**config.mk**
```make
export PLATFORM = sky130hd
export DESIGN_NAME = enc8to3_seq
export DESIGN_NICKNAME = d
export VERILOG_FILES = /design/src/rtl/enc8to3_seq.sv
export SDC_FILE = /design/constraint.sdc
export NUM_CORES = 1
export LEC_CHECK = 0
export BUFFER_PORTS_ARGS = -buffer_cell sky130_fd_sc_hd__buf_2
export CORE_MARGIN = 2
export CORE_UTILIZATION = 38
export DETAILED_ROUTE_END_ITERATION = 8
export MAX_ROUTING_LAYER = met4
export PLACE_DENSITY = 0.66
export REMOVE_ABC_BUFFERS = 1
export SLEW_MARGIN = 20
export SYNTH_ARGS = -nofsm -noshare
export SYNTH_HDL_FRONTEND = slang
export SYNTH_SLANG_ARGS = --single-unit
```
**constraint.sdc**
```tcl
create_clock -name clk_i -period 4.1 [get_ports clk_i]
set_input_delay 0 -clock clk_i [delete_from_list [all_inputs] [get_ports clk_i]]
set_output_delay 0 -clock clk_i [all_outputs]
set_load 0.01 [all_outputs]
```
**src/rtl/enc8to3_seq.sv**
```systemverilog
// Sequential 8-to-3 encoder: captures a request vector on load, then emits the index of
// every set bit in ascending order over valid/ready. Optional err port: ENC_ZERO_ERR_EN.
module enc8to3_seq (
    input  logic       clk_i,
    input  logic       rst_i,
    input  logic [7:0] req_i,
    input  logic       load_i,
    input  logic       ready_i,
    output logic [2:0] code_o,
    output logic       valid_o,
    output logic       last_o,
    output logic       busy_o,
    output logic       done_o
`ifdef ENC_ZERO_ERR_EN
    ,
    output logic       err_o
`endif
);

    typedef enum logic {StIdle, StEmit} state_e;

    state_e     state_q, state_d;
    logic [7:0] pend_q, pend_d;
    logic [2:0] code_q, code_d;
    logic       valid_q, valid_d;
    logic       last_q, last_d;
    logic       done_q, done_d;
`ifdef ENC_ZERO_ERR_EN
    logic       err_q, err_d;
`endif

    function automatic logic [2:0] lowest_idx(input logic [7:0] v);
        logic [2:0] idx;
        idx = 3'd0;
        for (int i = 7; i >= 0; i--) begin
            if (v[i]) idx = 3'(i);
        end
        return idx;
    endfunction

    function automatic logic is_onehot(input logic [7:0] v);
        return (v != 8'd0) && ((v & (v - 8'd1)) == 8'd0);
    endfunction

    always_comb begin
        state_d = state_q;
        pend_d  = pend_q;
        done_d  = 1'b0;
`ifdef ENC_ZERO_ERR_EN
        err_d   = 1'b0;
`endif
        unique case (state_q)
            StIdle: begin
                if (load_i) begin
                    if (req_i != 8'd0) begin
                        pend_d  = req_i;
                        state_d = StEmit;
                    end else begin
                        done_d = 1'b1;
`ifdef ENC_ZERO_ERR_EN
                        err_d  = 1'b1;
`endif
                    end
                end
            end
            StEmit: begin
                if (ready_i) begin
                    // Drop the lowest set bit: the code just accepted.
                    pend_d = pend_q & (pend_q - 8'd1);
                    if (pend_d == 8'd0) begin
                        state_d = StIdle;
                        done_d  = 1'b1;
                    end
                end
            end
            default: state_d = StIdle;
        endcase
        // Outputs are registered from the next state so nothing depends on inputs.
        code_d  = lowest_idx(pend_d);
        valid_d = (state_d == StEmit);
        last_d  = (state_d == StEmit) && is_onehot(pend_d);
    end

    always_ff @(posedge clk_i or posedge rst_i) begin
        if (rst_i) begin
            state_q <= StIdle;
            pend_q  <= 8'd0;
            code_q  <= 3'd0;
            valid_q <= 1'b0;
            last_q  <= 1'b0;
            done_q  <= 1'b0;
`ifdef ENC_ZERO_ERR_EN
            err_q   <= 1'b0;
`endif
        end else begin
            state_q <= state_d;
            pend_q  <= pend_d;
            code_q  <= code_d;
            valid_q <= valid_d;
            last_q  <= last_d;
            done_q  <= done_d;
`ifdef ENC_ZERO_ERR_EN
            err_q   <= err_d;
`endif
        end
    end

    assign code_o  = code_q;
    assign valid_o = valid_q;
    assign busy_o  = valid_q;
    assign last_o  = last_q;
    assign done_o  = done_q;
`ifdef ENC_ZERO_ERR_EN
    assign err_o   = err_q;
`endif

endmodule

```
* Word-level counts from Yosys, hierarchy flattened
Index checks and enable logic that the tools add are counted.
** Storage, ports and cells
- Input bits :: 12
- Word-level logic and storage cells :: 38
- Register bits after elaboration :: 14
- Output and inout port bits :: 7
** Cells by class
- Reductions and logical operators :: 6
- Add/subtract/negate cells :: 2
- Bitwise gates (word level) :: 3
- Multiplexer cells :: 22
** Operators by type and width (count)
- $mux W3 :: 8
- $mux W8 :: 3
- $and A8 B8 Y8 :: 2
- $logic_not A8 Y1 :: 2
- $pmux W8 S2 :: 1
- $reduce_bool A8 Y1 :: 2
- $sub A8 B1 Y8 const B :: 2
- $mux W1 :: 8
- $pmux W1 S2 :: 2
- $logic_and A1 B1 Y1 :: 2
- $not A1 Y1 :: 1

* Logic depth before layout (Yosys ltp)
Gate-level depths: netlist (run 1).
- Word-level depth :: 12
- Gate-level depth with buffers :: 9
- Mapped depth without buffers :: 8

* Least setup slack after synthesis (run 1)
OpenSTA, ideal clock, no wires.
- Path type :: register -> register
- Start point :: register pend_q[0]
- End point :: register last_q, in the netlist last_o
- Cell stages (with the launch flop) :: 9
- Setup time :: 111 ps
- Buffers on the path :: 0
- Setup slack :: 1626 ps
- Period minus slack after synthesis :: 2474 ps
- Data arrival time :: 2362 ps
- Required time :: 3989 ps
- Cell sequence :: dfrtp_1 > or3_4 > or4_4 > a32oi_2 > inv_2 > nor4_1 > o21ai_1 > o41a_1 > a2111oi_2
** On the way
- Longest elaborated chain between the ends :: 9
** RTL lines
- from (decl) :: line 23 : logic [7:0] pend_q, pend_d;
- from (signal assigned) :: line 97 : pend_q <= pend_d;
- $sub A8 B1 Y8 * :: line 69 : pend_d = pend_q & (pend_q - 8'd1);
- $and A8 B8 Y8 * :: line 69
- $mux W8 * :: line 67 : if (ready_i) begin
- $pmux W8 S2 * :: line 52 : unique case (state_q)
- via pend_d[5] :: line 23
- $sub A8 B1 Y8 :: line 42 : return (v != 8'd0) && ((v & (v - 8'd1)) == 8'd0);
- $and A8 B8 Y8 :: line 42
- $logic_not A8 Y1 :: line 42
- $logic_and A1 B1 Y1 * :: line 42
- $logic_and A1 B1 Y1 * :: line 81 : last_d = (state_d == StEmit) && is_onehot(pend_d);
- via last_d :: line 26 : logic last_q, last_d;
- to (signal assigned) :: line 100 : last_q <= last_d;
- to (decl) :: line 26
The timed path passes the listed nets; every way through them passes the cells marked *.

==> impl_metrics.tcl, run 1 <==
set metrics [dict create \
    cts_buffers 3 \
    power_density_nw_per_um2 800 \
    antenna_cells 0 \
    synth_common_cells "dfrtp_1 (14), nand2_1 (7), nor2_1 (7), o21ai_0 (7), inv_1 (6)" \
    hpwl_um 1570 \
    criticalPathCategory "flop to flop" \
    synth_most_common_cell "dfrtp_1" \
    path_clk_slew_ns 0.08 \
    ys_ff_latch 14 \
    irDropWorstVdd_v 0.000394 \
    endpoint_kind "flop" \
    worst_slew_pin_slew_ns 0.572 \
    netlist_instances 91 \
    async_reset_ff_share_pct 100 \
    drt-total-wl_um 1970 \
    via_count 805 \
    r2r_slack_ns 1.42 \
    syn-cell-area_um2 881 \
    drc 0 \
    hold_path_class "primary input to flop" \
    drive_gt1_share_pct 31.5 \
    die_w_um 52.1 \
    stdcell_count 139 \
    hold_end "pend_q[0]" \
    yosys_warnings 0 \
    internal-power_uw 456 \
    worstPathRequired_ns 4.27 \
    core.rowCount 17 \
    slew-limit-headroom_pct 61.5 \
    start_kind "flop" \
    grt_pass1_wl_um 3220 \
    synth_seq_area_share_pct 39.8 \
    grt_overflow_total 0 \
    p_seq_share_pct 32.1 \
    cts_tree "built" \
    status "finished clean" \
    combPwrFrac_pct 58.9 \
    area_growth_pct 15.8 \
    ios 19 \
    cellLeakagePower_nw 0.439 \
    path_max_fanout 14 \
    dp_slack_ns 1.45 \
    synth_cell_types 42 \
    fmax_mhz 373 \
    die_area_um2 2720 \
    worst_r2r_startpoint "busy_o" \
    grt_max_degree 15 \
    yosysTopAreaCell "dfrtp_1" \
    rsz0062_at_grt "no" \
    r2r_end "last_o" \
    nets 125 \
    finalHoldWorstSlack_ns 0.0660 \
    hold_depth 2 \
    drt-wirelength-per-cell_um 14.2 \
    grt_usage_pct 16.8 \
    dr.pass1.iters 4 \
    insertion_delay_ns 0.27 \
    yosysTopAreaCellShare_pct 39.8 \
    drt_iter0_drc 21 \
    ys.flop_type "dfrtp_1" \
    setup_tns_ns 0 \
    cp.arrival_ns 2.85 \
    routabilityCongestion 0.904 \
    cts_buffer_depth 2 \
    final-setup-viol-count 0 \
    start_util_pct 39.8 \
    first_global_vias 729 \
    cts.repair.resized 0 \
    switching_share_pct 44.2 \
    die_h_um 52.1 \
    fp.coreArea_um2 2210 \
    p_switching_uw 360 \
    worstRegToRegCells 8 \
    period_share_pct 65.5 \
    clockPowerShare_pct 9.1 \
    synth_area_per_cell_um2 9.68 \
    hold_violations 0 \
    yosys-top-cells-area "dfrtp_1 (40%), o21ai_0 (4.0%), maj3_1 (3.4%)" \
    finalWorstSetupSlack_ns 1.42 \
    num-fill-cells 219 \
    synth_edf_count 0 \
    vias_per_cell 5.79 \
    period_needed_ns 2.68 \
    slew_viol_final 0 \
    clock_skew_ns 0.00570 \
    clockRootBuffer "clkbuf_4" \
    dpl.cell_count 135 \
    antenna_found_initial 0 \
    cts.sinks 14 \
    utilization_pct 46.1 \
    antenna_left 0 \
    maxCapViolations 0 \
    io_buffers 18 \
    min_from "ready_i" \
    htree_num_levels 1 \
]
==> worst max-delay path, cell delays in order, from the launching register on <==
cell and delay, ns:
dfrtp_1 0.59, nand2_1 0.19, or4_4 0.53, a31oi_1 0.29, inv_1 0.13, nor4_1 0.25
o21ai_1 0.11, o41a_1 0.14, a2111oi_2 0.36
==> registers in the layout (all words and copies together) (netlist names) <==
signal	flops
code_o	3
busy_o	1
pend_q	8
last_o	1
done_o	1
==> power groups by stage <==
stage / sequential [mW] / clock (mW) / combinational [mW]
floorplan: 0.267 / 0 / 0.362
global placement: 0.263 / 0 / 0.468
detailed placement: 0.263 / 0 / 0.481
CTS: 0.261 / 0.0771 / 0.483
global route: 0.272 / 0.0846 / 0.534
finish: 0.262 / 0.0739 / 0.480
==> cells in the final DEF (no fill, tap or decap), types with 2 or more instances in the layout <==
cell type	Yosys	routed
buf_2	0	18
dfrtp_1	14	14
nand2_1	7	7
o21ai_0	7	7
nor2_1	7	7
inv_1	6	6
a21oi_1	5	5
nor4_1	4	4
o21ai_1	3	3
maj3_1	3	3
clkbuf_4	0	3
a31oi_1	2	2
or3_2	2	2
==> layout make-up <==
class	count	area, um2	share of cell area (%)
Tap cell	28	35.0	3.44
Inverter	7	26.3	2.58
Timing Repair Buffer	19	100	9.82
Clock buffer	3	22.5	2.21
Sequential cell	14	350	34.4
Multi-Input combinational cell	68	485	47.6
==> worst max-delay path by stage <==
stage                         start     end  cells past startpoint
final                        busy_o  last_o                      8
after global routing         busy_o  last_o                      8
after CTS                    busy_o  last_o                      8
after detailed placement     busy_o  last_o                      8
after global placement    pend_q[0]  last_o                      8
after floorplan              busy_o  last_o                      8
==> metrics by stage <==
step / area, um2 / power (mW)
2_1_floorplan: 862 / 0.628
3_3_place_gp: 987 / 0.732
3_5_place_dp: 987 / 0.744
4_1_cts: 1020 / 0.821
5_1_grt: 1020 / 0.890
6_report: 1020 / 0.816
==> cell families (layout without fill, tap and decap cells) <==
kind of cell,count (synthesis),in the layout,share of synthesized area (%)
buffers and inverters,9,29,5.11
DFF,14,14,39.8
and+or+nand+nor,29,29,20.0
AOI/OAI and AO/OA,33,33,28.3
muxes,2,2,2.41
adders and majority gates,3,3,3.41
xor gates and xnor gates,1,1,0.994
==> routing by layer <==
metal / GRT usage (%) / part of all wire [%] / vias to the layer above
met2: 25.1 / 46 / 23
met3: 1.72 / 4.6 / 2
li1: - / - / 388
met5: - / 0 / -
met4: 8.55 / 0.61 / 0
met1: 22.6 / 49 / 392
==> repair_timing <==
action                    CTS  global route
hold buffers                1             0
buffers inserted            0             0
hold endpoints to repair   14             0
Note: power is estimated with default switching activity, not from simulation.
==> inputs of run 2 (changes only) <==
- ABC_AREA: unset -> 1
- clock period: 4.1 -> 2.8 ns (I/O delays scaled with it)
==> run 2 against run 1 <==
Largest power group unchanged. Power is 50% higher. Sequential cell count unchanged. Clock skew shrank 0.0031 ns. Critical endpoint unchanged.
==> impl_metrics.tcl, run 2 <==
set metrics [dict create \
    area_growth_pct 18.7 \
    power_density_nw_per_um2 1110 \
    synth_cell_types 24 \
    setup_tns_ns 0 \
    grt_usage_pct 17.8 \
    yosysTopAreaCell "dfrtp_1" \
    synth_common_cells "nand2_1 (42), inv_1 (17), nor2_1 (15)" \
    rsz0062_at_grt "no" \
    drt-wirelength-per-cell_um 11.1 \
    die_h_um 53.4 \
    mostFrequentLayoutCells "nand2_1 (42), buf_2 (18), inv_1 (17)" \
    vias_per_cell 4.86 \
    hold_path_class "primary input to flop" \
    cts_buffer_depth 2 \
    ios 19 \
    irDropWorstVdd_v 0.000527 \
    slew_viol_final 0 \
    routabilityCongestion 0.959 \
    worst_r2r_startpoint "pend_q[0]" \
    hold_depth 3 \
    crit_buf_inv 0 \
    yosys_warnings 0 \
    hold_violations 0 \
    grt_pass1_wl_um 3480 \
    cts_setup_buffers 0 \
    stdcell_area_um2 1100 \
    worstRegToRegCells 13 \
    clockPowerShare_pct 12.1 \
    antenna_cells 0 \
    synth_area_per_cell_um2 6.83 \
    drt-total-wl_um 2090 \
    stdcell_count 187 \
    ys_ff_latch 14 \
    start_util_pct 41.2 \
    p_switching_uw 596 \
    regMostFlops "pend_q" \
    die_w_um 53.4 \
    layout_commonest_cell "nand2_1" \
    hold_end "pend_q[1]" \
    first_global_vias 790 \
    r2r_slack_ns 1.08 \
    via_count 909 \
    htree_num_levels 1 \
    cellLeakagePower_nw 0.616 \
    path_max_fanout 5 \
    r2r_end "last_o" \
    fp.coreArea_um2 2250 \
    min_from "req_i[1]" \
    antenna_found_initial 0 \
    drive_gt1_share_pct 25.2 \
    synth_edf_count 0 \
    maxCapViolations 0 \
    num-fill-cells 226 \
    worstPathRequired_ns 3.02 \
    crit_family "simple AND/OR/NAND/NOR gates" \
    cp.arrival_ns 1.95 \
    largest_register_ffs 8 \
    period_share_pct 61.6 \
    finalHoldWorstSlack_ns 0.0445 \
    cpMostUsedCell "nand2_1" \
    path_clk_slew_ns 0.09 \
    async_reset_ff_share_pct 100 \
    antenna_left 0 \
    endpoint_kind "flop" \
    yosys-top-cells-area "dfrtp_1 (38%), nand2_1 (17%), inv_1 (6.9%)" \
    combPwrFrac_pct 58.9 \
    cp.depth 13 \
    final-setup-viol-count 0 \
    criticalPathCategory "flop to flop" \
    power_mw 1.22 \
    die_area_um2 2850 \
    clockRootBuffer "clkbuf_4" \
    fmax_mhz 580 \
    slew-limit-headroom_pct 63.0 \
    dpl.cell_count 181 \
    cp_cell_sequence "nor2_2 > nand2_1 > nor2_2 > nand3_1 > nand2_1 > nand2_1 > nand2_1 > nand2_1 > o21ai_0 > nand2_1 > nor2_1 > nand2_1 > nor2_2" \
    dp_slack_ns 1.10 \
    finalWorstSetupSlack_ns 1.08 \
    synth_most_common_cell "nand2_1" \
    placed_cell_area_um2 1050 \
    worst_slew_pin_slew_ns 0.554 \
    hpwl_um 1680 \
    internal-power_uw 627 \
    clock_skew_ns 0.00263 \
    drc 0 \
    status "finished clean" \
    hold_buffers 2 \
    io_buffers 18 \
    cts.sinks 14 \
    grt_max_degree 15 \
    critical_path.max_stage_delay_ns 0.44 \
    start_kind "flop" \
    netlist_instances 136 \
    insertion_delay_ns 0.28 \
    yosysTopAreaCellShare_pct 37.7 \
    syn-cell-area_um2 928 \
    utilization_pct 48.9 \
    p_seq_share_pct 29.0 \
    drt_iter0_drc 14 \
    ys.flop_type "dfrtp_1" \
    cts_tree "built" \
    cpMaxStageDelayCell "dfrtp_1" \
    nets 172 \
    cts.repair.resized 0 \
    grt_overflow_total 0 \
    cts_buffers 3 \
    period_needed_ns 1.72 \
    dr.pass1.iters 4 \
    core.rowCount 17 \
    synth_seq_area_share_pct 37.7 \
    switching_share_pct 48.7 \
]
[run 2: kinds of logic (layout without fill, tap and decap cells)]
| logic type | Yosys count | in the layout | share of synthesized area, % |
|---|---|---|---|
| compound gates | 16 | 16 | 10.8 |
| buf+inv | 23 | 46 | 9.97 |
| flops | 14 | 14 | 37.7 |
| simple gates | 83 | 83 | 41.5 |
[run 2: worst register-to-register path, cell delays in order (launching register included)]
cell and delay, ns:
dfrtp_1 0.44, nor2_2 0.18, nand2_1 0.11, nor2_2 0.13
nand3_1 0.09, nand2_1 0.06, nand2_1 0.06, nand2_1 0.08
nand2_1 0.10, o21ai_0 0.10, nand2_1 0.07, nor2_1 0.09
nand2_1 0.07, nor2_2 0.07
[run 2: metal layers]
layer	up-vias	GRT usage [%]	part of all wire (%)
met5	-	-	0
met2	25	27.4	46
met4	0	7.26	1.8
li1	468	-	-
met1	410	22.6	48
met3	6	3.67	4.2
[run 2: power groups by stage]
| stage | combinational, mW | clock (mW) | sequential, mW |
|---|---|---|---|
| global route | 0.825 | 0.164 | 0.368 |
| detailed placement | 0.721 | 0 | 0.359 |
| CTS | 0.725 | 0.154 | 0.355 |
| global placement | 0.714 | 0 | 0.354 |
| finish | 0.720 | 0.147 | 0.355 |
| floorplan | 0.536 | 0 | 0.366 |
[run 2: layout make-up]
cell class	instances	area [um2]	area share, %
flip-flops and latches	14	350	31.8
clock buffers	4	36.3	3.29
well taps	28	35.0	3.18
repair buffers	20	110	9.99
multi-input cells	99	485	44.0
inverters	22	85.1	7.72
[run 2: how the worst max path moves through the flow]
stage | start | end | slack (ns)
2_1_floorplan | busy_o | last_o | 1.21
3_3_place_gp | pend_q[0] | last_o | 1.08
3_5_place_dp | pend_q[0] | last_o | 1.10
4_1_cts | pend_q[0] | last_o | 1.08
5_1_grt | pend_q[0] | last_o | 0.86
6_report | pend_q[0] | last_o | 1.08
